[src/rtl/tdl_pkg.sv]
// Shared types for the tap delay line: stride encoding, fill state and stride decode.
package tdl_pkg;

  typedef enum logic [1:0] {
    STRIDE_1    = 2'd0,
    STRIDE_2    = 2'd1,
    STRIDE_4    = 2'd2,
    STRIDE_RSVD = 2'd3
  } tdl_stride_e;

  typedef enum logic [1:0] {
    EMPTY = 2'd0,
    FILL  = 2'd1,
    FULL  = 2'd2
  } tdl_state_e;

  // The reserved code decodes to 1; callers must qualify it separately.
  function automatic int unsigned stride_decode(tdl_stride_e sel);
    case (sel)
      STRIDE_2: return 2;
      STRIDE_4: return 4;
      default:  return 1;
    endcase
  endfunction

endpackage

[src/rtl/tdl_fill_ctrl.sv]
// Fill tracking for the tap delay line: EMPTY/FILL/FULL state machine, saturating
// fill counter, registered stride with implicit flush on change, sticky stride error.
module tdl_fill_ctrl
  import tdl_pkg::*;
#(
  parameter int unsigned TAPS       = 39,
  parameter int unsigned MAX_STRIDE = 4,
  parameter int unsigned CNT_W      = $clog2(MAX_STRIDE * TAPS + 1)
) (
  input  logic             clk_i,
  input  logic             rst_ni,
  input  logic             in_valid_i,
  input  logic             flush_i,
  input  logic [1:0]       stride_sel_i,
  output tdl_stride_e      stride_o,
  output logic             clear_o,
  output logic             accept_o,
  output logic             out_valid_o,
  output logic             full_o,
  output logic [CNT_W-1:0] fill_count_o,
  output logic             stride_err_o,
  output tdl_state_e       state_o
);

  tdl_state_e       state_q, state_d;
  tdl_stride_e      stride_q, stride_d, sel;
  logic [CNT_W-1:0] count_q, count_d, target;
  logic             err_q, err_d;
  logic             ov_q, ov_d;
  logic             sel_legal, sel_change, stride_change, clear, accept;

  // Illegal stride requests only raise the error; they never disturb the line.
  always_comb begin
    sel           = tdl_stride_e'(stride_sel_i);
    sel_legal     = (sel != STRIDE_RSVD) && (stride_decode(sel) <= MAX_STRIDE);
    sel_change    = (sel != stride_q);
    stride_change = sel_change && sel_legal;
    clear         = flush_i || stride_change;
    accept        = in_valid_i && !clear;
    target        = CNT_W'(TAPS * stride_decode(stride_q));
  end

  always_comb begin
    state_d  = state_q;
    count_d  = count_q;
    stride_d = stride_q;
    err_d    = err_q || (sel_change && !sel_legal);
    ov_d     = 1'b0;
    if (stride_change) stride_d = sel;
    if (clear) begin
      state_d = EMPTY;
      count_d = '0;
    end else if (accept) begin
      case (state_q)
        EMPTY, FILL: begin
          count_d = count_q + CNT_W'(1);
          state_d = (count_d == target) ? FULL : FILL;
        end
        default: state_d = FULL;
      endcase
      ov_d = (state_d == FULL);
    end
  end

  always_ff @(posedge clk_i) begin
    if (!rst_ni) begin
      state_q  <= EMPTY;
      count_q  <= '0;
      stride_q <= STRIDE_1;
      err_q    <= 1'b0;
      ov_q     <= 1'b0;
    end else begin
      state_q  <= state_d;
      count_q  <= count_d;
      stride_q <= stride_d;
      err_q    <= err_d;
      ov_q     <= ov_d;
    end
  end

  assign stride_o     = stride_q;
  assign clear_o      = clear;
  assign accept_o     = accept;
  assign out_valid_o  = ov_q;
  assign full_o       = (state_q == FULL);
  assign fill_count_o = count_q;
  assign stride_err_o = err_q;
  assign state_o      = state_q;

endmodule

[src/rtl/tap_delay_line.sv]
// Strided tap delay line feeding the SC FIR multiplier bank.
// Optional build macro TDL_OUT_REG_EN adds an output register on taps/out_valid.
module tap_delay_line
  import tdl_pkg::*;
#(
  parameter int unsigned DATA_W     = 8,
  parameter int unsigned TAPS       = 39,
  parameter int unsigned MAX_STRIDE = 4
) (
  input  logic                                 clock,
  input  logic                                 reset_n,
  input  logic                                 in_valid,
  input  logic [DATA_W-1:0]                    in_data,
  input  logic [1:0]                           stride_sel,
  input  logic                                 flush,
  output logic [DATA_W-1:0]                    taps [TAPS-1:0],
  output logic                                 out_valid,
  output logic                                 full,
  output logic [$clog2(MAX_STRIDE*TAPS+1)-1:0] fill_count,
  output logic                                 stride_err,
  output tdl_state_e                           dbg_state
);

  localparam int DEPTH = int'(MAX_STRIDE * TAPS);
  localparam int unsigned CNT_W = $clog2(MAX_STRIDE * TAPS + 1);

  // in_valid has no backpressure: every in_valid cycle without a clear is accepted,
  // and out_valid is a single-cycle pulse with no ready.
  tdl_stride_e       stride;
  logic              clear, accept, ov_int;
  logic [DATA_W-1:0] storage_q [DEPTH-1:0];
  logic [DATA_W-1:0] taps_c    [TAPS-1:0];

  tdl_fill_ctrl #(
    .TAPS       (TAPS),
    .MAX_STRIDE (MAX_STRIDE),
    .CNT_W      (CNT_W)
  ) u_ctrl (
    .clk_i        (clock),
    .rst_ni       (reset_n),
    .in_valid_i   (in_valid),
    .flush_i      (flush),
    .stride_sel_i (stride_sel),
    .stride_o     (stride),
    .clear_o      (clear),
    .accept_o     (accept),
    .out_valid_o  (ov_int),
    .full_o       (full),
    .fill_count_o (fill_count),
    .stride_err_o (stride_err),
    .state_o      (dbg_state)
  );

  always_ff @(posedge clock) begin
    if (!reset_n || clear) begin
      for (int i = 0; i < DEPTH; i++) storage_q[i] <= '0;
    end else if (accept) begin
      storage_q[0] <= in_data;
      for (int i = 1; i < DEPTH; i++) storage_q[i] <= storage_q[i-1];
    end
  end

  // Tap k sits (k+1)*stride samples back, i.e. storage[(k+1)*stride - 1].
  for (genvar k = 0; k < TAPS; k++) begin : g_tap
    if (MAX_STRIDE >= 4) begin : g_s4
      assign taps_c[k] = (stride == STRIDE_4) ? storage_q[4*k+3] :
                         (stride == STRIDE_2) ? storage_q[2*k+1] : storage_q[k];
    end else if (MAX_STRIDE >= 2) begin : g_s2
      assign taps_c[k] = (stride == STRIDE_2) ? storage_q[2*k+1] : storage_q[k];
    end else begin : g_s1
      assign taps_c[k] = storage_q[k];
    end
  end

`ifdef TDL_OUT_REG_EN
  logic [DATA_W-1:0] taps_q [TAPS-1:0];
  logic              out_valid_q;

  always_ff @(posedge clock) begin
    if (!reset_n || clear) begin
      out_valid_q <= 1'b0;
      for (int k = 0; k < int'(TAPS); k++) taps_q[k] <= '0;
    end else begin
      out_valid_q <= ov_int;
      if (ov_int) taps_q <= taps_c;
    end
  end

  assign taps      = taps_q;
  assign out_valid = out_valid_q;
`else
  assign taps      = taps_c;
  assign out_valid = ov_int;
`endif

endmodule

[config.mk]
export PLATFORM = sky130hd
export DESIGN_NAME = tap_delay_line
export DESIGN_NICKNAME = d
export VERILOG_FILES = /design/src/rtl/tdl_pkg.sv /design/src/rtl/tdl_fill_ctrl.sv /design/src/rtl/tap_delay_line.sv
export SDC_FILE = /design/constraint.sdc
export NUM_CORES = 2
export LEC_CHECK = 0
export BUFFER_PORTS_ARGS = -buffer_cell sky130_fd_sc_hd__buf_2
export CORE_UTILIZATION = 29
export CTS_CLUSTER_SIZE = 10
export DETAILED_ROUTE_END_ITERATION = 6
export PLACE_DENSITY = 0.53
export SYNTH_ARGS = -nofsm -noshare
export SYNTH_HDL_FRONTEND = slang
export SYNTH_SLANG_ARGS = --single-unit
[constraint.sdc]
create_clock -name clock -period 38.5 [get_ports clock]
set_input_delay 1.925 -clock clock [delete_from_list [all_inputs] [get_ports clock]]
set_output_delay 1.925 -clock clock [all_outputs]
set_load 0.02 [all_outputs]
Word-level counts from Yosys, hierarchy flattened
Memories as Yosys holds them, arrays and structs flattened.
Cells that the tools add are included.
- register bits: 14
- RAM bits: 1248
- input port bits: 14
- output and inout port bits: 325
- memories: 1
- add/sub/neg operators: 1
- $mul: 1
- $lt $le $gt $ge: 1
- eq/ne operators: 10
- mux-type cells: 245
- bitwise operators: 158
- reductions and logical operators: 15
- memories (name ; depth ; width ; rd ports ; clocked after memory_dff ; wr ports ; RTL line ; RTL):
    storage_q ; 156 ; 8 ; 156 ; 0 ; 156 ; tap_delay_line.sv:31 ; logic [DATA_W-1:0] storage_q [DEPTH-1:0];
- operators with widths (operator ; number):
    $mux 8 ; 234
    $or 1x1->1 ; 156
    $pmux 3 s2 ; 2
    $add 8x1->8 const B ; 1
    $eq 2x2->1 const B ; 4
    $eq 8x8->1 ; 1
    $mul 6x3->8 const A ; 1
    $mux 2 ; 4
    $eq 2x1->1 const B ; 3
    $mux 1 ; 5
    $logic_and 1x1->1 ; 4
    $reduce_or 2->1 ; 2
    $le 3x3->1 const B ; 1
    $logic_not 1->1 ; 3
    $logic_or 1x1->1 ; 3
    $reduce_or 3->1 ; 1
    $logic_not 2->1 ; 1
    $ne 2x2->1 ; 1
    $ne 2x2->1 const B ; 1
    $not 1->1 ; 2
    $reduce_and 2->1 ; 1

Logic depth before layout (Yosys ltp)
- word-level depth: 12
- depth in mapped cells: 9
- depth with buffers taken out: 7

Hierarchy
From an unflattened synthesis, not the netlist that was laid out.
- cell total of the unflattened synthesis: 3782
- area total of the unflattened synthesis: 57262.4 um^2
- modules (own cells, without submodules) (module ; instances ; cells an instance ; area each (um^2)):
    tap_delay_line ; 1 ; 3679 ; 56384.1
    tdl_fill_ctrl ; 1 ; 103 ; 878.3

Worst setup path after synthesis
No wires, ideal clock.
- path kind: input to register
- start: in in_valid
- end: mem storage_q[0][0] (enable)
- data arrival time: 32.377 ns
- data required time: 36.644 ns
- path slack: 4.267 ns
- cell stages on the path: 4
- buffers on the path: 3
- path through: clkbuf_1 > clkbuf_1 > clkbuf_1 > nand2b_1
- RTL lines (item ; RTL line ; RTL):
    start: declaration ; tap_delay_line.sv:12 ; input logic in_valid,
    end: declaration ; tap_delay_line.sv:31 ;

==> out/metrics.csv <==
metric,value,unit
status,"finished, final reports clean",
fillers,18000,
p_leak,27.5,nW
viasPerCell,4.88,
cts_tree,done,
cts.repair.resized,0,
critical-path-top-delay-family,buffers and inverters,
utilization,33.6,%
crit_required,36.58,ns
layout_common_cells,"edfxtp_1, and3_1, buf_2, o21ai_0, nand2_1",
numCtsBuffers,150,
end_kind,output pin,
final_antenna_net_count,0,
slowest_delay,0.89,ns
area_growth,15.3,%
maxSlewHeadroom,15.4,%
period_minus_slack,7.84,ns
crit_buf_inv,6,
cp_data_arrival_time,5.92,ns
hold_slack,0.467,ns
synth_area_leaders,"edfxtp_1, and3_1, mux2i_1, o21ai_0, and2_1",
path_cells,"inv_1, ha_4, buf_12, buf_4, buf_4, buf_4, mux2i_1, o21ai_0, buf_2",
rsz0062_at_grt,no,
maxCapViolCount,0,
syn_nets,3912,
fmax,0.127,GHz
grt_pass1_wl,216,mm
drc_errors,0,
crit_top_cell,buf_4,
numPortBuffers,338,
clkSlewWorstSetupHoldPaths,0.05,ns
yosysWarnings,0,
grtUsageTotal,15.6,%
final_common_cell,edfxtp_1,
die_area,186000,µm²
drtPass1Iterations,5,
root_buffer,clkbuf_16,
fin_skew,0.0613,ns
antenna_found_initial,12,
fp.dieH,431,µm
finalHoldViolCount,0,
final_nets,4088,
yosys.area.top_type_share,70.1,%
tightest_slew,1.27,ns
netlist_instances,3893,
clk_path_buf_depth,3,
ctsHoldBuffers,0,
synth_area,53400,µm²
power.density,49.3,nW/µm²
post_cts_buffers,0,
hpwl,94.2,mm
async_flop_share,0,%
overflow,0,
ys.flop_type,edfxtp_1,
crit_type,reg -> out,
ir_drop,32.8,µV
drive_above_1_share,13.7,%
initial_utilization,29.2,%
via_count,32200,
fin_tns_setup,0,ns
drv_slew,0,
yosysSeqAreaShare,70.7,%
pin_count,339,
synth_area_leader_cell,edfxtp_1,
hold_class,reg -> reg,
syn_area_per_cell,13.7,µm²
place_congestion,0.882,
fp.dieW,431,µm
clock_sinks,1262,
fin_crit_sh,20.4,%
start_kind,register,
ctsHtreeMaxLevel,4,
setup_viol,0,
dp.cells,6381,
worstPathMaxFanout,88,
synth_edf_count,1248,
coreArea,183000,µm²
regArea,37800,µm²
num_rows,157,
drt_wl_total,150,mm
synth_cell_types,40,
drt-initial-drc-count,3100,
multi_input_area,14200,µm²
insertion_delay,0.80,ns
first_global_vias,30800,
crit_slowest_cell,buf_4,
ys_ff_latch,1262,
layoutNonFillerInstCount,6591,
grt_max_degree,290,
drt-wirelength-per-cell,22.8,µm
-- cell usage after synthesis, drive strengths merged, types with 2 or more instances --
cell,instances
a21oi,9
a31oi,3
and2,209
and3,1043
buf,63
clkbuf,298
dfxtp,14
edfxtp,1248
ha,5
inv,5
mux2i,313
nand2,318
nand2b,2
nand3,4
nor2,4
nor2b,2
nor3,3
nor3b,2
o21ai,319
or3,8
xnor2,6
xor2,4
-- cells by family (layout without fill, tap and decap cells) --
group | after synthesis | in the layout | share of synthesized area [%]
AND/OR/NAND/NOR | 1599 | 1599 | 17.2
flip-flops | 1262 | 1262 | 70.7
buffers and inverters | 366 | 598 | 2.76
AO/OA/AOI/OAI | 338 | 338 | 3.21
multiplexers | 313 | 313 | 5.86
XOR/XNOR | 10 | 10 | 0.164
adder cells (fa/ha/maj) | 5 | 5 | 0.117
other | 0 | 2 | 0
-- flip-flops by register name (all words and copies together), names as in the netlist --
signal,cells
u_ctrl.out_valid_o,1
storage_q,1248
u_ctrl.state_o,2
u_ctrl.stride_err_o,1
u_ctrl.fill_count_o,8
u_ctrl.stride_o,2
-- cell type report --
type | count | area share, %
flip-flops and latches | 1262 | 61.3
well taps | 2464 | 5.00
clock buffers | 180 | 6.28
multi-input cells | 2265 | 23.1
clock inverters | 28 | 0.829
inverters | 5 | 0.0305
repair buffers | 385 | 3.44
diodes | 2 | 0.00812
-- metrics by stage --
stage,area [µm²],power [W],worst slack (ns)
floorplan,53400,0.00175,4.27
global placement,57200,0.00177,30.84
detailed placement,57200,0.00177,30.75
CTS,61600,0.00308,30.50
global route,61600,0.00314,30.30
finish,61600,0.00304,30.66
-- path summary, 6_finish.rpt --
kind	end	cells past startpoint	from	slack, ns
setup reg to reg	storage_q[84][0]$_SDFFCE_PN0P_	8	u_ctrl.stride_o[1]$_SDFFE_PN0P_	32.32
hold reg to reg	storage_q[139][0]$_SDFFCE_PP0P_	1	storage_q[138][0]$_SDFFCE_PP0P_	0.47
hold / removal	storage_q[139][0]$_SDFFCE_PP0P_	1	storage_q[138][0]$_SDFFCE_PP0P_	0.47
setup / recovery	taps[164]	9	u_ctrl.stride_o[1]$_SDFFE_PN0P_	30.66
-- report_power, final --
group	internal (W)	switching [W]	total [W]
Clock	0.000728	0.000570	0.00130
Combinational	0.0000345	0.000117	0.000152
Sequential	0.00155	0.0000322	0.00159
Total	0.00232	0.000720	0.00304
-- per-layer routing --
layer  global-route usage [%]  routed length [µm]  part of all wire, %
met3                     2.66                5910                  3.9
met4                     7.48                6990                  4.6
met1                     20.1               64000                   43
met5                        0                   0                    0
met2                     25.7               73500                   49
Power figures use the tool's default switching activity.
